$ cat src/rtl/trap_pkg.sv
`default_nettype none
// ============================================================================
//  Module      : trap_pkg
//  Description : Shared constants and types for the machine-mode trap
//                controller: CSR addresses, mcause codes, mstatus/mie bit
//                positions and the commit FSM state encoding.
//  Revision    : 1.0 - initial release
// ============================================================================
package trap_pkg;

    // Machine trap CSR addresses
    localparam logic [11:0] c_csr_mstatus = 12'h300;
    localparam logic [11:0] c_csr_mie     = 12'h304;
    localparam logic [11:0] c_csr_mtvec   = 12'h305;
    localparam logic [11:0] c_csr_mepc    = 12'h341;
    localparam logic [11:0] c_csr_mcause  = 12'h342;
    localparam logic [11:0] c_csr_mip     = 12'h344;

    // mcause values; bit 31 flags an interrupt
    localparam logic [31:0] c_cause_illegal   = 32'h0000_0002;
    localparam logic [31:0] c_cause_ebreak    = 32'h0000_0003;
    localparam logic [31:0] c_cause_ecall     = 32'h0000_000B;
    localparam logic [31:0] c_cause_irq_ext   = 32'h8000_000B;
    localparam logic [31:0] c_cause_irq_timer = 32'h8000_0007;

    // mstatus / mie / mip bit positions
    localparam int c_mstatus_mie  = 3;
    localparam int c_mstatus_mpie = 7;
    localparam int c_mie_meie     = 11;
    localparam int c_mie_mtie     = 7;

    // Commit FSM: BLANK is the single dead cycle after any commit
    typedef enum logic [0:0] {
        ST_IDLE  = 1'b0,
        ST_BLANK = 1'b1
    } state_t;

endpackage
`default_nettype wire

$ cat src/rtl/trap_controller_if.sv
`default_nettype none
// ============================================================================
//  Module      : trap_controller_if
//  Description : EXE-stage / CSR / commit bundle between the pipeline
//                (master) and the trap controller (slave).
//                master drives: stall_pipl, exe_*, irq_*, csr_addr/we/wdata
//                slave drives : csr_rdata, trap_taken, mret_exec, redirect_pc
//  Revision    : 1.0 - initial release
// ============================================================================
interface trap_controller_if #(
    parameter int XLEN = 32
);
    logic            stall_pipl;
    logic            exe_valid;
    logic [XLEN-1:0] exe_pc;
    logic            exe_illegal;
    logic            exe_ecall;
    logic            exe_ebreak;
    logic            exe_mret;
    logic            irq_ext;
    logic            irq_timer;
    logic [11:0]     csr_addr;
    logic            csr_we;
    logic [XLEN-1:0] csr_wdata;
    logic [XLEN-1:0] csr_rdata;
    logic            trap_taken;
    logic            mret_exec;
    logic [XLEN-1:0] redirect_pc;

    modport master (
        output stall_pipl, exe_valid, exe_pc, exe_illegal, exe_ecall,
               exe_ebreak, exe_mret, irq_ext, irq_timer,
               csr_addr, csr_we, csr_wdata,
        input  csr_rdata, trap_taken, mret_exec, redirect_pc
    );

    modport slave (
        input  stall_pipl, exe_valid, exe_pc, exe_illegal, exe_ecall,
               exe_ebreak, exe_mret, irq_ext, irq_timer,
               csr_addr, csr_we, csr_wdata,
        output csr_rdata, trap_taken, mret_exec, redirect_pc
    );
endinterface
`default_nettype wire

$ cat src/rtl/trap_csr_regs.sv
`default_nettype none
// ============================================================================
//  Module      : trap_csr_regs
//  Description : Machine trap CSR storage (mstatus, mie, mtvec, mepc, mcause)
//                and combinational read mux (mip is assembled from inputs).
//                Ports: i_clk/i_reset, CSR write/read port (i_csr_we must be
//                pre-qualified by the caller), trap/mret commit strobes with
//                cause and EPC, MEIP/MTIP levels, and the enable/vector state
//                the sequencer needs.
//                Macro TRAP_VECTORED_EN keeps mtvec[0] writable.
//  Revision    : 1.0 - initial release
// ============================================================================
module trap_csr_regs
    import trap_pkg::*;
#(
    parameter int              XLEN        = 32,
    parameter logic [XLEN-1:0] MTVEC_RESET = '0
) (
    input  wire logic            i_clk,
    input  wire logic            i_reset,
    input  wire logic [11:0]     i_csr_addr,
    input  wire logic            i_csr_we,
    input  wire logic [XLEN-1:0] i_csr_wdata,
    output logic      [XLEN-1:0] o_csr_rdata,
    input  wire logic            i_trap_commit,
    input  wire logic [XLEN-1:0] i_trap_cause,
    input  wire logic [XLEN-1:0] i_trap_epc,
    input  wire logic            i_mret_commit,
    input  wire logic            i_meip,
    input  wire logic            i_mtip,
    output logic                 o_mstatus_mie,
    output logic                 o_mie_meie,
    output logic                 o_mie_mtie,
    output logic      [XLEN-1:0] o_mtvec,
    output logic      [XLEN-1:0] o_mepc
);

`ifdef TRAP_VECTORED_EN
    localparam logic [XLEN-1:0] c_mtvec_mask = ~XLEN'(2);
`else
    localparam logic [XLEN-1:0] c_mtvec_mask = ~XLEN'(3);
`endif
    localparam logic [XLEN-1:0] c_mepc_mask = ~XLEN'(3);

    logic            r_mie;
    logic            r_mpie;
    logic            r_meie;
    logic            r_mtie;
    logic [XLEN-1:0] r_mtvec;
    logic [XLEN-1:0] r_mepc;
    logic [XLEN-1:0] r_mcause;
    logic            w_commit;
    logic [XLEN-1:0] w_rdata;

    assign w_commit = i_trap_commit | i_mret_commit;

    always_ff @(posedge i_clk or posedge i_reset) begin
        if (i_reset) begin
            r_mie    <= 1'b0;
            r_mpie   <= 1'b0;
            r_meie   <= 1'b0;
            r_mtie   <= 1'b0;
            r_mtvec  <= MTVEC_RESET & c_mtvec_mask;
            r_mepc   <= '0;
            r_mcause <= '0;
        end else begin
            // mie/mtvec writes are independent of commits; mstatus, mepc
            // and mcause writes lose to a commit in the same cycle.
            if (i_csr_we) begin
                case (i_csr_addr)
                    c_csr_mie: begin
                        r_meie <= i_csr_wdata[c_mie_meie];
                        r_mtie <= i_csr_wdata[c_mie_mtie];
                    end
                    c_csr_mtvec:   r_mtvec <= i_csr_wdata & c_mtvec_mask;
                    c_csr_mstatus: if (!w_commit) begin
                        r_mie  <= i_csr_wdata[c_mstatus_mie];
                        r_mpie <= i_csr_wdata[c_mstatus_mpie];
                    end
                    c_csr_mepc:    if (!w_commit) r_mepc   <= i_csr_wdata & c_mepc_mask;
                    c_csr_mcause:  if (!w_commit) r_mcause <= i_csr_wdata;
                    default: ;
                endcase
            end
            if (i_trap_commit) begin
                r_mepc   <= i_trap_epc & c_mepc_mask;
                r_mcause <= i_trap_cause;
                r_mpie   <= r_mie;
                r_mie    <= 1'b0;
            end else if (i_mret_commit) begin
                r_mie  <= r_mpie;
                r_mpie <= 1'b1;
            end
        end
    end

    always_comb begin
        w_rdata = '0;
        case (i_csr_addr)
            c_csr_mstatus: begin
                w_rdata[c_mstatus_mie]  = r_mie;
                w_rdata[c_mstatus_mpie] = r_mpie;
            end
            c_csr_mie: begin
                w_rdata[c_mie_meie] = r_meie;
                w_rdata[c_mie_mtie] = r_mtie;
            end
            c_csr_mip: begin
                w_rdata[c_mie_meie] = i_meip;
                w_rdata[c_mie_mtie] = i_mtip;
            end
            c_csr_mtvec:  w_rdata = r_mtvec;
            c_csr_mepc:   w_rdata = r_mepc;
            c_csr_mcause: w_rdata = r_mcause;
            default:      w_rdata = '0;
        endcase
    end

    assign o_csr_rdata   = w_rdata;
    assign o_mstatus_mie = r_mie;
    assign o_mie_meie    = r_meie;
    assign o_mie_mtie    = r_mtie;
    assign o_mtvec       = r_mtvec;
    assign o_mepc        = r_mepc;

endmodule
`default_nettype wire

$ cat src/rtl/trap_controller.sv
`default_nettype none
// ============================================================================
//  Module      : trap_controller
//  Description : Machine-mode trap/MRET sequencer. Qualifies exceptions,
//                interrupts and MRET against the EXE instruction, emits a
//                same-cycle trap_taken / mret_exec pulse with redirect_pc,
//                then blanks one cycle.
//                Ports: clk, reset (async, active-high), bus (slave side of
//                trap_controller_if: EXE flags, irqs, CSR port, commit out).
//                Macro TRAP_VECTORED_EN enables vectored interrupt dispatch.
//  Revision    : 1.0 - initial release
// ============================================================================
module trap_controller
    import trap_pkg::*;
#(
    parameter int              XLEN        = 32,
    parameter logic [XLEN-1:0] MTVEC_RESET = 32'h0000_0000
) (
    input  wire logic         clk,
    input  wire logic         reset,
    trap_controller_if.slave  bus
);

    state_t          r_state;
    state_t          w_state_next;
    logic            r_irq_sync1;
    logic            r_irq_sync2;
    logic            w_mie;
    logic            w_meie;
    logic            w_mtie;
    logic [XLEN-1:0] w_mtvec;
    logic [XLEN-1:0] w_mepc;
    logic            w_exc;
    logic            w_irq_ext_ok;
    logic            w_irq_tmr_ok;
    logic            w_trap;
    logic            w_mret;
    logic [XLEN-1:0] w_cause;
    logic [XLEN-1:0] w_base;
    logic [XLEN-1:0] w_target;
    logic            w_csr_we;

    // CSR writes are frozen while the pipeline is stalled
    assign w_csr_we = bus.csr_we & ~bus.stall_pipl;

    trap_csr_regs #(
        .XLEN        (XLEN),
        .MTVEC_RESET (MTVEC_RESET)
    ) u_csr (
        .i_clk         (clk),
        .i_reset       (reset),
        .i_csr_addr    (bus.csr_addr),
        .i_csr_we      (w_csr_we),
        .i_csr_wdata   (bus.csr_wdata),
        .o_csr_rdata   (bus.csr_rdata),
        .i_trap_commit (w_trap),
        .i_trap_cause  (w_cause),
        .i_trap_epc    (bus.exe_pc),
        .i_mret_commit (w_mret),
        .i_meip        (r_irq_sync2),
        .i_mtip        (bus.irq_timer),
        .o_mstatus_mie (w_mie),
        .o_mie_meie    (w_meie),
        .o_mie_mtie    (w_mtie),
        .o_mtvec       (w_mtvec),
        .o_mepc        (w_mepc)
    );

    always_ff @(posedge clk or posedge reset) begin
        if (reset) begin
            r_state     <= ST_IDLE;
            r_irq_sync1 <= 1'b0;
            r_irq_sync2 <= 1'b0;
        end else begin
            r_state     <= w_state_next;
            r_irq_sync1 <= bus.irq_ext;
            r_irq_sync2 <= r_irq_sync1;
        end
    end

    assign w_exc        = bus.exe_valid & (bus.exe_illegal | bus.exe_ebreak | bus.exe_ecall);
    assign w_irq_ext_ok = bus.exe_valid & w_mie & w_meie & r_irq_sync2;
    assign w_irq_tmr_ok = bus.exe_valid & w_mie & w_mtie & bus.irq_timer;

    // Mealy commit: pulses are gated by reset so they drop asynchronously
    always_comb begin
        w_state_next = r_state;
        w_trap       = 1'b0;
        w_mret       = 1'b0;
        w_cause      = '0;
        case (r_state)
            ST_IDLE: begin
                if (!bus.stall_pipl && !reset) begin
                    if (w_exc) begin
                        w_trap = 1'b1;
                        if (bus.exe_illegal)     w_cause = XLEN'(c_cause_illegal);
                        else if (bus.exe_ebreak) w_cause = XLEN'(c_cause_ebreak);
                        else                     w_cause = XLEN'(c_cause_ecall);
                    end else if (w_irq_ext_ok) begin
                        w_trap  = 1'b1;
                        w_cause = XLEN'(c_cause_irq_ext);
                    end else if (w_irq_tmr_ok) begin
                        w_trap  = 1'b1;
                        w_cause = XLEN'(c_cause_irq_timer);
                    end else if (bus.exe_valid && bus.exe_mret) begin
                        w_mret = 1'b1;
                    end
                    if (w_trap || w_mret) w_state_next = ST_BLANK;
                end
            end
            ST_BLANK: w_state_next = ST_IDLE;
            default:  w_state_next = ST_IDLE;
        endcase
    end

    assign w_base = {w_mtvec[XLEN-1:2], 2'b00};

`ifdef TRAP_VECTORED_EN
    // Only interrupts (cause MSB set) use the vector table
    assign w_target = (w_mtvec[0] && w_cause[XLEN-1])
                    ? w_base + {w_cause[XLEN-3:0], 2'b00}
                    : w_base;
`else
    assign w_target = w_base;
`endif

    assign bus.trap_taken  = w_trap;
    assign bus.mret_exec   = w_mret;
    assign bus.redirect_pc = w_trap ? w_target : (w_mret ? w_mepc : '0);

endmodule
`default_nettype wire
$ cat src/flat_wrapper.sv
// flat-port wrapper written by rule: the top's interface ports become plain ports
module trap_controller_flat import trap_pkg::*;
#(
    parameter int              XLEN        = 32,
    parameter logic [XLEN-1:0] MTVEC_RESET = 32'h0000_0000
)
  (clk, reset, bus_stall_pipl, bus_exe_valid, bus_exe_pc, bus_exe_illegal, bus_exe_ecall, bus_exe_ebreak, bus_exe_mret, bus_irq_ext, bus_irq_timer, bus_csr_addr, bus_csr_we, bus_csr_wdata, bus_csr_rdata, bus_trap_taken, bus_mret_exec, bus_redirect_pc);
  trap_controller_if #(.XLEN(XLEN)) bus_i ();
  input  wire logic clk;
  input  wire logic reset;
  input wire logic [$bits(bus_i.stall_pipl)-1:0] bus_stall_pipl;
  input wire logic [$bits(bus_i.exe_valid)-1:0] bus_exe_valid;
  input wire logic [$bits(bus_i.exe_pc)-1:0] bus_exe_pc;
  input wire logic [$bits(bus_i.exe_illegal)-1:0] bus_exe_illegal;
  input wire logic [$bits(bus_i.exe_ecall)-1:0] bus_exe_ecall;
  input wire logic [$bits(bus_i.exe_ebreak)-1:0] bus_exe_ebreak;
  input wire logic [$bits(bus_i.exe_mret)-1:0] bus_exe_mret;
  input wire logic [$bits(bus_i.irq_ext)-1:0] bus_irq_ext;
  input wire logic [$bits(bus_i.irq_timer)-1:0] bus_irq_timer;
  input wire logic [$bits(bus_i.csr_addr)-1:0] bus_csr_addr;
  input wire logic [$bits(bus_i.csr_we)-1:0] bus_csr_we;
  input wire logic [$bits(bus_i.csr_wdata)-1:0] bus_csr_wdata;
  output wire logic [$bits(bus_i.csr_rdata)-1:0] bus_csr_rdata;
  output wire logic [$bits(bus_i.trap_taken)-1:0] bus_trap_taken;
  output wire logic [$bits(bus_i.mret_exec)-1:0] bus_mret_exec;
  output wire logic [$bits(bus_i.redirect_pc)-1:0] bus_redirect_pc;
  assign bus_i.stall_pipl = bus_stall_pipl;
  assign bus_i.exe_valid = bus_exe_valid;
  assign bus_i.exe_pc = bus_exe_pc;
  assign bus_i.exe_illegal = bus_exe_illegal;
  assign bus_i.exe_ecall = bus_exe_ecall;
  assign bus_i.exe_ebreak = bus_exe_ebreak;
  assign bus_i.exe_mret = bus_exe_mret;
  assign bus_i.irq_ext = bus_irq_ext;
  assign bus_i.irq_timer = bus_irq_timer;
  assign bus_i.csr_addr = bus_csr_addr;
  assign bus_i.csr_we = bus_csr_we;
  assign bus_i.csr_wdata = bus_csr_wdata;
  assign bus_csr_rdata = bus_i.csr_rdata;
  assign bus_trap_taken = bus_i.trap_taken;
  assign bus_mret_exec = bus_i.mret_exec;
  assign bus_redirect_pc = bus_i.redirect_pc;
  trap_controller #(.XLEN(XLEN), .MTVEC_RESET(MTVEC_RESET)) u_core (.clk(clk), .reset(reset), .bus(bus_i));
endmodule
$ cat config.mk
export PLATFORM = sky130hd
export DESIGN_NAME = trap_controller_flat
export DESIGN_NICKNAME = d
export VERILOG_FILES = /design/src/rtl/trap_pkg.sv /design/src/rtl/trap_controller_if.sv /design/src/rtl/trap_csr_regs.sv /design/src/rtl/trap_controller.sv /design/src/flat_wrapper.sv
export SDC_FILE = /design/constraint.sdc
export NUM_CORES = 1
export LEC_CHECK = 0
export BUFFER_PORTS_ARGS = -buffer_cell sky130_fd_sc_hd__buf_2
export CAP_MARGIN = 20
export CORE_MARGIN = 4
export CORE_UTILIZATION = 53
export DETAILED_ROUTE_END_ITERATION = 12
export PLACE_DENSITY = 0.86
export SETUP_SLACK_MARGIN = 0.1
export SLEW_MARGIN = 40
export SYNTH_ARGS = -nofsm -noshare
export SYNTH_HDL_FRONTEND = slang
export SYNTH_SLANG_ARGS = --single-unit
$ cat constraint.sdc
create_clock -name clk -period 3.3 [get_ports clk]
set_input_delay 0.165 -clock clk [delete_from_list [all_inputs] [get_ports clk]]
set_output_delay 0.165 -clock clk [all_outputs]
set_load 0.03 [all_outputs]
==> metrics.md, run 1 <==
| Metric | Value |
|---|---|
| Hold Vio Cnt, Final | `0` |
| Synth Area per Inst | `a little over 9 sq um` |
| Synth warn | `0` |
| CP Cell Sequence | `dlygate4sd3_1 -> buf_2 -> nor3_2 -> o2111ai_4 -> inv_2 -> buf_4 -> a22o_1 -> buf_2` |
| DP HPWL | `between 10000 and 15000 um` |
| Largest net degree at the start of global routing | `86` |
| Final wirelength | `17400 um` |
| Combinational family with the most area after synthesis | `compound AO/OA/AOI/OAI gates` |
| Setup TNS | `0 ps` |
| Most used cell, CP | `buf_2` |
| Post-CTS setup buffer count | `0` |
| Critical path type | `in2out` |
| Clock latency on the worst-skew pair | `approximately 370 ps` |
| Simple-gate share of the synthesized area | `0.187` |
| First-pass GRT wire length | `27600 um` |
| Die area | `0.0121 sq mm` |
| Setup Skew | `about 9.2 ps` |
| Fraction of layout cells with a size suffix above 1 | `0.317` |
| Starting density of the core | `0.552` |
| RSZ-0062 raised after global routing | `false` |
| Initial antenna violation count | `1` |
| Total global-route track usage | `0.291` |
| Final setup viols | `0` |
| Max stage delay cell, worst path | `dlygate4sd3_1` |
| Total CTS buffers | `9` |
| Vias in the first global route | `about 5500` |
| Met2 WL | `between 8000 and 9000 um` |
| CP max FO | `28` |
| DR WL met3 | `between 1500 and 2000 um` |
| Leakage power | `3.06 nW` |
| CTS tree | `built` |
| Mux cell area share after synthesis | `0.0694` |
| Max cap viols | `0` |
| Die H | `approximately 110 um` |
| Post-CTS sizing | `0` |
| Clock buffer depth | `2` |
| Largest delay contributor family on the critical path | `buffers and inverters` |
| Core Area | `about 0.01 sq mm` |
| DRT Pass-1 Iters | `6` |
| Root Driver | `clkbuf_8` |
| Worst relative slew slack | `0.568` |
| Post-route ant nets | `0` |
| Buf/Inv on CP | `5` |
| # DRC | `0` |
| Crit end category | `output port` |
| Pin slew with the least headroom to its limit | `~650 ps` |
| Syn Inst Count | `approximately 600` |
| Iter 0 DRT Violations | `~800` |
| Die span in x | `~110 um` |
| Max Fclk | `around 0.34 GHz` |
| Multi-input logic area | `0.00277 sq mm` |
| Commonest cells after routing, fill and taps aside | `buf_2 (148), dfrtp_1 (99), o21ai_0 (63)` |
| Seq/Total Area, Yosys | `0.451` |
| Top_reg_cell synth | `dfrtp_1` |
| Num Clock Sinks | `between 90 and 100` |
| Distinct cells, synth | `around 50` |
| Wire per inst | `a little over 20 um` |
| Arr. time, crit path | `2760 ps` |
| Synth Area in Compound Gates | `0.237` |
| CTS Hold Buffers Added | `2` |
| Power per standard cell area | `between 300 and 400 mW/mm^2` |
| PnR Total Power | `roughly 0.0025 W` |
| VDD IR-drop max | `approximately 0.23 mV` |
| Port Buffers | `roughly 150` |
| Post-Synthesis Cell Area | `between 0.005 and 0.006 sq mm` |
| GRT overflow | `0` |
| Synthesized-area fraction occupied by adder cells | `0` |
| Fin. max-slew vios | `0` |
| Vias per cell | `around 6.7` |
| Site Rows | `36` |
| M1 WL | `about 6400 um` |
| Worst-path clk slew | `100 ps` |
| Synth Area in XOR/XNOR | `0` |
| Top sig layer | `met5` |
| Status | `completed` |
| Commonest non-fill, non-tap cell in the layout | `buf_2` |
| Fill cells | `between 800 and 900` |
| Critical Path RT | `3130 ps` |
| Layout area overhead | `19.6%` |
| Fin nets | `805` |
| Crit share post-route | `0.888` |
| GP Congestion | `0.885` |
| I/O pin cnt | `roughly 150` |
| CTS H-Tree Depth | `3` |
| Worst Hold Class | `in2reg` |
| N_diodes | `0` |
| Synth Register Bits | `99` |
| FFs w/ async S/R, synth | `1.00` |
| Vias | `approximately 5700` |
| Critical path launch point type | `input port` |
| Crit path time final | `~2900 ps` |
| Crit-path max cell delay | `about 540 ps` |
| Post-synth EDFFs | `0` |
| Sequential Area | `roughly 0.0025 sq mm` |
| Final hold slack | `about 37 ps` |
==> kinds of logic after synthesis <==
family	Yosys count
other cells	1
flops	99
mux	34
simple gates	193
compound gates	203
buf+inv	72
==> layer usage <==
layer | up-vias | global-route usage
met5 | - | 0
met4 | 2 | 0.125
met3 | 50 | 0.0722
met2 | 366 | 0.464
met1 | 2804 | 0.377
li1 | 2513 | -
==> path summary, 6_finish.rpt <==
check                      slack (ps)                              endpoint                    startpoint  depth (start not counted)
setup / recovery                  370                   bus_redirect_pc[10]                         reset                          8
hold / removal                     40  u_core.u_csr.o_mtvec[25]$_DFFE_PP0P_             bus_csr_wdata[25]                          2
setup reg to reg                 1050  u_core.u_csr.r_mcause[2]$_DFFE_PP0P_      u_core.r_state$_DFF_PP0_                          6
hold reg to reg                   360          u_core.r_irq_sync2$_DFF_PP0_  u_core.r_irq_sync1$_DFF_PP0_                          0
max in group asynchronous        2160  u_core.u_csr.o_mtvec[24]$_DFFE_PP0P_                         reset                          4
min in group asynchronous         440              u_core.r_state$_DFF_PP0_                         reset                          3
==> report_power, final <==
part / internal [W] / switching, W / total [W]
Clock: 0.000374 / 0.000436 / 0.000811
Sequential: 0.00131 / 0.0000786 / 0.00139
Combinational: 0.000128 / 0.000210 / 0.000338
==> cells in the mapped netlist (4+ instances only) <==
cell | n | area share
a31oi_1 | 31 | 0.035
o21ai_0 | 63 | 0.057
a22o_1 | 31 | 0.049
and2_1 | 4 | 0.0046
nand3b_1 | 4 | 0.0055
a22oi_1 | 31 | 0.042
inv_1 | 5 | 0.0034
clkbuf_1 | 52 | 0.036
mux2_2 | 32 | 0.066
a21oi_1 | 31 | 0.028
nand4_1 | 34 | 0.039
buf_1 | 4 | 0.0027
nand2_1 | 61 | 0.042
nor3_1 | 33 | 0.030
dfrtp_1 | 99 | 0.45
buf_2 | 4 | 0.0036
nand3_1 | 32 | 0.029
==> flip-flops by register name, indices dropped and copies added (netlist names) <==
name / count
u_core.r_state: 1
u_core.u_csr.o_mstatus_mie: 1
u_core.u_csr.r_mpie: 1
u_core.u_csr.o_mtvec: 30
u_core.u_csr.o_mie_mtie: 1
u_core.u_csr.r_mcause: 32
u_core.r_irq_sync1: 1
u_core.u_csr.o_mie_meie: 1
u_core.r_irq_sync2: 1
u_core.u_csr.o_mepc: 30
==> cell type report <==
class                   count  area share
well taps                 133      0.0253
inverters                   7     0.00514
multi-input cells         432       0.421
clock buffers              11      0.0215
clock inverters             5     0.00951
flip-flops and latches     99       0.377
repair buffers            169       0.141
==> stage by stage <==
step                instance area (sq um)  cells  setup slack, ps  utilization
finish                               6580    856              370        0.661
global route                         6580    856              207        0.661
CTS                                  6570    856              404        0.660
detailed placement                   6350    838              769        0.638
global placement                     6350    838              809        0.638
floorplan                            5500    603              545            -
Power figures use the tool's default switching activity.
==> inputs of run 2 (changes only) <==
--- a/config.mk
+++ b/config.mk
@@ -5,6 +5,7 @@
 export SDC_FILE = /design/constraint.sdc
 export NUM_CORES = 1
 export LEC_CHECK = 0
+export ABC_AREA = 1
 export BUFFER_PORTS_ARGS = -buffer_cell sky130_fd_sc_hd__buf_2
 export CAP_MARGIN = 20
 export CORE_MARGIN = 4
==> run 2 against run 1 <==
Cell count is 19% higher; worst setup slack better by 430 ps; clock power is 4.8% higher; clock-buffer cell count is 1 lower; core utilization is 2.2 points lower; flip-flop and latch count stayed put; first-iteration DRC count is 47% lower; maximum frequency is 17% higher; highest routed layer is now met4; largest power group unchanged; worst hold slack worse by 8.9 ps; clock skew is 0.78 ps higher; sequential power hardly changed; die area is 1.1% higher.
==> metrics.md, run 2 <==
| Metric | Value |
|---|---|
| Core Area | `0.0103 sq mm (was 0.00995 sq mm)` |
| Top_reg_cell synth | `dfrtp_1 (unchanged)` |
| Crit path from | `u_core.u_csr.o_mstatus_mie$_DFFE_PP0P_ (was reset)` |
| Cell taking the most area after synthesis | `dfrtp_1 (unchanged)` |
| Most frequent cells after synthesis | `nand2_1 (316), dfrtp_1 (99), nand3_1 (78) (was dfrtp_1 (99), o21ai_0 (63), nand2_1 (61))` |
| Setup TNS | `0 ps (unchanged)` |
| VDD IR-drop max | `0.230 mV (was 0.232 mV)` |
| R2r endpoint | `u_core.u_csr.r_mcause[14]$_DFFE_PP0P_ (was u_core.u_csr.r_mcause[2]$_DFFE_PP0P_)` |
| Syn Inst Count | `754 (was 602)` |
| Post-route ant nets | `0 (unchanged)` |
| Worst-path clk slew | `100 ps (about the same)` |
| Simple-gate share of the synthesized area | `0.325 (was 0.187)` |
| Largest delay contributor family on the critical path | `buffers and inverters (unchanged)` |
| GP Congestion | `0.822 (was 0.885)` |
| Crit end category | `output port (unchanged)` |
| Commonest non-fill, non-tap cell in the layout | `nand2_1 (was buf_2)` |
| Power per standard cell area | `397 mW/mm^2 (was 385 mW/mm^2)` |
| CP Cell Sequence | `nand2_1 -> nor2_1 -> nor2_2 -> nand2_1 -> nand2_4 -> buf_4 -> o21ai_0 -> buf_2 (was dlygate4sd3_1 -> buf_2 -> nor3_2 -> o2111ai_4 -> inv_2 -> buf_4 -> a22o_1 -> buf_2)` |
| I/O pin cnt | `153 (unchanged)` |
| Final wirelength | `14700 um (was 17400 um)` |
| RSZ-0062 raised after global routing | `false (unchanged)` |
| Largest cells by area after synthesis | `dfrtp_1 (45%), nand2_1 (21%), nand3_1 (7.0%), o21ai_2 (4.7%), o21ai_0 (3.8%) (was dfrtp_1 (45%), mux2_2 (6.6%), o21ai_0 (5.7%), a22o_1 (4.9%), a22oi_1 (4.2%))` |
| Share of the synthesized area in the top cell type | `0.446 (was 0.451)` |
| Max cap viols | `0 (unchanged)` |
| Arr. time, crit path | `2340 ps (was 2760 ps)` |
| Total global-route track usage | `0.240 (was 0.291)` |
| CTS tree | `built (unchanged)` |
| Synth Area in Compound Gates | `0.141 (was 0.237)` |
| # DRC | `0 (unchanged)` |
| Mux cell area share after synthesis | `0 (was 0.0694)` |
| Starting density of the core | `0.541 (was 0.552)` |
| Crit share post-route | `0.758 (was 0.888)` |
| Fin nets | `966 (was 805)` |
| CTS H-Tree Depth | `3 (unchanged)` |
| Worst Hold Class | `in2reg (unchanged)` |
| Seq/Total Area, Yosys | `0.446 (was 0.451)` |
| Synth warn | `0 (unchanged)` |
| Non-Filler Instances | `1019 (was 856)` |
| Worst relative slew slack | `0.528 (was 0.568)` |
| Port Buffers | `148 (unchanged)` |
| Largest net degree at the start of global routing | `100 (was 86)` |
| Pin slew with the least headroom to its limit | `707 ps (was 649 ps)` |
| Status | `completed (unchanged)` |
| Commonest cells after routing, fill and taps aside | `nand2_1 (316), buf_2 (148), dfrtp_1 (99) (was buf_2 (148), dfrtp_1 (99), o21ai_0 (63))` |
| Post-synth EDFFs | `0 (unchanged)` |
| Die span in x | `110 um (about the same)` |
| Most used cell, CP | `nand2_1 (was buf_2)` |
| Leakage power | `3.54 nW (was 3.06 nW)` |
| Die area | `0.0122 sq mm (was 0.0121 sq mm)` |
| Total CTS buffers | `9 (unchanged)` |
| Fraction of layout cells with a size suffix above 1 | `0.248 (was 0.317)` |
| Critical Path RT | `3130 ps (about the same)` |
| Die H | `110 um (about the same)` |
| CP max FO | `69 (was 28)` |
| Placed Area | `0.00632 sq mm (was 0.00635 sq mm)` |
| Post-Place Cells | `1002 (was 838)` |
| Max stage delay cell, worst path | `buf_4 (was dlygate4sd3_1)` |
| Final setup viols | `0 (unchanged)` |
| Critical path launch point type | `register (was input port)` |
| Site Rows | `37 (was 36)` |
| DP HPWL | `9750 um (was 11000 um)` |
| Largest Register | `u_core.u_csr.r_mcause (unchanged)` |
| Synthesized-area fraction occupied by adder cells | `0 (unchanged)` |
| Buf/Inv on CP | `2 (was 5)` |
| Root Driver | `clkbuf_8 (unchanged)` |
| Setup Skew | `10.0 ps (was 9.22 ps)` |
| Reg-to-Reg Start | `u_core.u_csr.o_mstatus_mie$_DFFE_PP0P_ (was u_core.r_state$_DFF_PP0_)` |
| GRT overflow | `0 (unchanged)` |
| Synth Register Bits | `99 (unchanged)` |
| FFs w/ async S/R, synth | `1.00 (unchanged)` |
| Clock latency on the worst-skew pair | `350 ps (was 370 ps)` |
| R2r setup slk | `1020 ps (was 1050 ps)` |
| Initial antenna violation count | `0 (was 1)` |
| Hold Vio Cnt, Final | `0 (unchanged)` |
| Reg2reg path depth | `8 (was 6)` |
| Most common cell in the synthesized netlist | `nand2_1 (was dfrtp_1)` |
| Post-CTS sizing | `0 (unchanged)` |
| Max reg flops | `32 (unchanged)` |
| Critical path type | `reg2out (was in2out)` |
| Vias | `5431 (was 5735)` |
| Combinational family with the most area after synthesis | `simple AND/OR/NAND/NOR gates (was compound AO/OA/AOI/OAI gates)` |
| Max Fclk | `0.400 GHz (was 0.341 GHz)` |
| CP Capture Point | `bus_redirect_pc[29] (was bus_redirect_pc[10])` |
| Post-Synthesis Cell Area | `0.00556 sq mm (was 0.00550 sq mm)` |
| Layout area overhead | `18.0% (was 19.6%)` |
| Clock buffer depth | `2 (unchanged)` |
| Crit-path max cell delay | `520 ps (was 540 ps)` |
| CP Depth | `8 (unchanged)` |
| First-pass GRT wire length | `24600 um (was 27600 um)` |
| N_diodes | `0 (unchanged)` |
| DRT Pass-1 Iters | `6 (unchanged)` |
| Synth Area per Inst | `7.37 sq um (was 9.13 sq um)` |
| Vias per cell | `5.33 (was 6.70)` |
| Crit path time final | `2500 ps (was 2930 ps)` |
| Final instance area | `0.00656 sq mm (was 0.00658 sq mm)` |
| Synth Area in XOR/XNOR | `0 (unchanged)` |
| Fin. max-slew vios | `0 (unchanged)` |
| Final hold slack | `28.5 ps (was 37.4 ps)` |
| Iter 0 DRT Violations | `423 (was 795)` |
| Distinct cells, synth | `26 (was 49)` |
| Num Clock Sinks | `99 (unchanged)` |
| Vias in the first global route | `5210 (was 5541)` |
| Wire per inst | `14.4 um (was 20.3 um)` |
run 2: cell count changes in the layout (fill, tap and decap cells not counted), sizes merged, moves of 32 or more:
cell,before,now
nor3,35,3
mux2,33,0
inv,7,55
nand2,61,319
nand3,32,80
run 2: kinds of logic after synthesis:
kind of cell | after synthesis
AOI/OAI and AO/OA | 121
buffers and inverters | 103
other | 1
and+or+nand+nor | 430
DFF | 99
run 2: layout make-up:
cell class / count / area, sq um
multi-input combinational: 553 / 2610
fill: 954 / 3720
sequential: 99 / 2480
inverter: 55 / 209
tap: 136 / 170
clock inverter: 5 / 77.6
timing repair buffer: 161 / 881
clock buffer: 10 / 138
run 2: what timing repair did:
action                                  in CTS  in global routing
endpoints found under the setup margin       0                  0
setup buffers                                0                  0
hold buffers                                 2                  0
hold endpoints to repair                    95                  0
run 2: stage by stage:
stage | worst slack, ps | power, W | utilization
floorplan | 545 | 0.00164 | -
finish | 798 | 0.00260 | 0.638
global route | 641 | 0.00273 | 0.638
CTS | 785 | 0.00262 | 0.638
global placement | 1040 | 0.00176 | 0.615
detailed placement | 1010 | 0.00177 | 0.615
run 2: report_power, final:
group          switching (W)  internal (W)  leakage, nW
sequential         0.0000809       0.00131         1.17
combinational       0.000225      0.000133         2.26
clock               0.000408      0.000442        0.108
total               0.000714       0.00189         3.54
run 2: how the worst min path moves through the flow:
stage	cells after the start	slack, ps	to	start
floorplan	0	200	u_core.r_irq_sync1$_DFF_PP0_	bus_irq_ext
global placement	1	280	u_core.r_irq_sync1$_DFF_PP0_	bus_irq_ext
detailed placement	1	280	u_core.r_irq_sync1$_DFF_PP0_	bus_irq_ext
CTS	3	20	u_core.u_csr.o_mtvec[22]$_DFFE_PP0P_	bus_csr_wdata[22]
global route	3	30	u_core.u_csr.o_mtvec[25]$_DFFE_PP0P_	bus_csr_wdata[25]
finish	3	30	u_core.u_csr.o_mtvec[24]$_DFFE_PP0P_	bus_csr_wdata[24]
run 2: layer usage:
metal / vias up / part of all wire / global-route usage
met5: - / 0 / 0
met4: 0 / 0.0081 / 0.0517
met3: 12 / 0.073 / 0.0367
met2: 214 / 0.49 / 0.428
met1: 2524 / 0.43 / 0.309
li1: 2681 / - / -
run 2: worst reg2reg max path: cells and delay by family, from the launching register on:
kind                   cells  cell delay [ps]
and+or+nand+nor            6             1200
DFF                        1              440
buffers and inverters      1              420
AOI/OAI and AO/OA          1               90
==> inputs of run 3 (changes only) <==
==> constraint.sdc (replaced) <==
create_clock -name clk -period 2.5 [get_ports clk]
set_input_delay 0.125 -clock clk [delete_from_list [all_inputs] [get_ports clk]]
set_output_delay 0.125 -clock clk [all_outputs]
set_load 0.03 [all_outputs]
==> run 3 against run 2 <==
Clock-buffer cell count did not move; non-clock buffer count is 33 higher; critical path depth did not move; critical path type unchanged; critical endpoint is now bus_redirect_pc[22]; largest cell class unchanged.
==> metrics.md, run 3 (same netlist as run 2, synthesis figures left out) <==
| Metric | Value |
|---|---|
| Max stage delay cell, worst path | `dfrtp_1 (was buf_4)` |
| CP Cell Sequence | `nand2_1 -> nor2_1 -> nor2_2 -> nand2_1 -> nand2_8 -> buf_16 -> o21ai_0 -> buf_2 (was nand2_1 -> nor2_1 -> nor2_2 -> nand2_1 -> nand2_4 -> buf_4 -> o21ai_0 -> buf_2)` |
| Total CTS buffers | `9 (unchanged)` |
| Worst Hold Class | `in2reg (unchanged)` |
| Sw frac | `0.281 (was 0.275)` |
| Seq pwr share | `0.525 (was 0.535)` |
| Iter 0 DRT Violations | `438 (was 423)` |
| N_diodes | `0 (unchanged)` |
| Crit-path max cell delay | `420 ps (was 520 ps)` |
| Vias per cell | `5.42 (was 5.33)` |
| Starting density of the core | `0.541 (unchanged)` |
| Vias | `5705 (was 5431)` |
| GRT overflow | `0 (unchanged)` |
| CTS H-Tree Depth | `3 (unchanged)` |
| Die span in x | `110 um (unchanged)` |
| CP max FO | `57 (was 69)` |
| Final instance area | `0.00696 sq mm (was 0.00656 sq mm)` |
| Crit share post-route | `0.913` |
| Max cap viols | `0 (unchanged)` |
| Total global-route track usage | `0.251 (was 0.240)` |
| Arr. time, crit path | `2160 ps (was 2340 ps)` |
| Commonest non-fill, non-tap cell in the layout | `nand2_1 (unchanged)` |
| Buf/Inv on CP | `2 (unchanged)` |
| VDD IR-drop max | `0.382 mV (was 0.230 mV)` |
| Initial antenna violation count | `0 (unchanged)` |
| Final hold slack | `19.4 ps (was 28.5 ps)` |
| Max reg flops | `32 (unchanged)` |
| Root Driver | `clkbuf_8 (unchanged)` |
| Combinational share of power | `0.153 (was 0.138)` |
| Critical path launch point type | `register (unchanged)` |
| Crit end category | `output port (unchanged)` |
| Critical path type | `reg2out (unchanged)` |
| Leakage power | `3.69 nW (was 3.54 nW)` |
| First-pass GRT wire length | `25600 um (was 24600 um)` |
| Die H | `110 um (unchanged)` |
| Final setup viols | `0 (unchanged)` |
| Num Clock Sinks | `99 (unchanged)` |
| Die area | `0.0122 sq mm (unchanged)` |
| Largest delay contributor family on the critical path | `simple AND/OR/NAND/NOR gates (was buffers and inverters)` |
| # DRC | `0 (unchanged)` |
| Status | `completed (unchanged)` |
| RSZ-0062 raised after global routing | `false (unchanged)` |
| Pin slew with the least headroom to its limit | `566 ps (was 707 ps)` |
| I/O pin cnt | `153 (unchanged)` |
| Clk pwr share | `0.323 (was 0.327)` |
| Commonest cells after routing, fill and taps aside | `nand2_1 (316), buf_2 (141), dfrtp_1 (99) (was nand2_1 (316), buf_2 (148), dfrtp_1 (99))` |
| Post-route ant nets | `0 (unchanged)` |
| Worst-path clk slew | `90 ps (was 100 ps)` |
| Site Rows | `37 (unchanged)` |
| CTS tree | `built (unchanged)` |
| Core Area | `0.0103 sq mm (unchanged)` |
| Hold Vio Cnt, Final | `0 (unchanged)` |
| Port Buffers | `148 (unchanged)` |
| DP HPWL | `9950 um (was 9750 um)` |
| Setup TNS | `0 ps (unchanged)` |
| Worst relative slew slack | `0.623 (was 0.528)` |
| GP Congestion | `0.837 (was 0.822)` |
| Layout area overhead | `25.2% (was 18.0%)` |
| Most used cell, CP | `nand2_1 (unchanged)` |
| Fraction of layout cells with a size suffix above 1 | `0.246 (was 0.248)` |
| DRT Pass-1 Iters | `5 (was 6)` |
| Vias in the first global route | `5354 (was 5210)` |
| Final wirelength | `15500 um (was 14700 um)` |
| Wire per inst | `14.7 um (was 14.4 um)` |
| Fin nets | `999 (was 966)` |
| Clock latency on the worst-skew pair | `360 ps (was 350 ps)` |
| Largest net degree at the start of global routing | `100 (unchanged)` |
| P_int | `0.00252 W (was 0.00189 W)` |
| Power per standard cell area | `503 mW/mm^2 (was 397 mW/mm^2)` |
| Net load switching power | `0.000985 W (was 0.000714 W)` |
| Placed Area | `0.00639 sq mm (was 0.00632 sq mm)` |
| Setup Skew | `10.4 ps (was 10.0 ps)` |
| Crit path time final | `2280 ps` |
| Clock buffer depth | `2 (unchanged)` |
| Max Fclk | `around 0.44 GHz` |
| Largest Register | `u_core.u_csr.r_mcause (unchanged)` |
| Critical Path RT | `2380 ps (was 3130 ps)` |
| Fin. max-slew vios | `0 (unchanged)` |
==> run 3: what timing repair did <==
item                                    4_1_cts  5_1_grt
hold buffers                                 29        0
buffers inserted                              0        1
hold endpoints to repair                    127        0
endpoints found under the setup margin        0       19
gates resized for setup                       0       18
==> run 3: final cells by class <==
class	instances	area (sq um)
clock buffer	10	128
clock inverter	6	90.1
fill	898	3320
inverter	55	210
multi-input combinational	553	2620
sequential	99	2480
tap	136	170
timing repair buffer	194	1260
==> run 3: path summary, 6_finish.rpt <==
| kind | startpoint | end | slack, ps | cells after the start |
|---|---|---|---|---|
| max | u_core.u_csr.o_mstatus_mie$_DFFE_PP0P_ | bus_redirect_pc[22] | 220 | 8 |
| min in group asynchronous | reset | u_core.u_csr.o_mtvec[3]$_DFFE_PP0P_ | 450 | 4 |
| min reg2reg | u_core.r_irq_sync1$_DFF_PP0_ | u_core.r_irq_sync2$_DFF_PP0_ | 360 | 0 |
| max in group asynchronous | reset | u_core.u_csr.o_mepc[31]$_DFFE_PP0P_ | 1590 | 4 |
| min | bus_csr_wdata[7] | u_core.u_csr.o_mtvec[7]$_DFFE_PP0P_ | 20 | 3 |
| max reg2reg | u_core.u_csr.o_mstatus_mie$_DFFE_PP0P_ | u_core.u_csr.o_mepc[22]$_DFFE_PP0P_ | 370 | 11 |
==> run 3: tightest hold or removal path: cells and delay by family <==
family	cells	cell delay (ps)
simple gates	1	70
compound gates	1	50
buf+inv	1	110
==> run 3: power by group through the flow <==
stage | logic (W) | registers [W] | clock network [W]
3_5_place_dp | 0.000480 | 0.00187 | 0
5_1_grt | 0.000601 | 0.00185 | 0.00122
2_1_floorplan | 0.000325 | 0.00183 | 0
4_1_cts | 0.000518 | 0.00183 | 0.00115
6_report | 0.000535 | 0.00184 | 0.00113
3_3_place_gp | 0.000468 | 0.00186 | 0
==> run 3: layer usage <==
metal / part of all wire / wire, um / global-route usage
met2: 0.50 / 7730 / 0.433
met3: 0.079 / 1230 / 0.0460
met5: 0 / 0 / 0
met1: 0.41 / 6290 / 0.321
met4: 0.018 / 277 / 0.0764
==> run 3: through the flow <==
| step | instances | setup slack (ps) | utilization | power (W) |
|---|---|---|---|---|
| floorplan | 755 | 581 | - | 0.00216 |
| global placement | 1007 | 488 | 0.621 | 0.00233 |
| detailed placement | 1007 | 470 | 0.621 | 0.00235 |
| CTS | 1052 | 180 | 0.671 | 0.00350 |
| global route | 1053 | 73.1 | 0.677 | 0.00367 |
| finish | 1053 | 218 | 0.677 | 0.00350 |
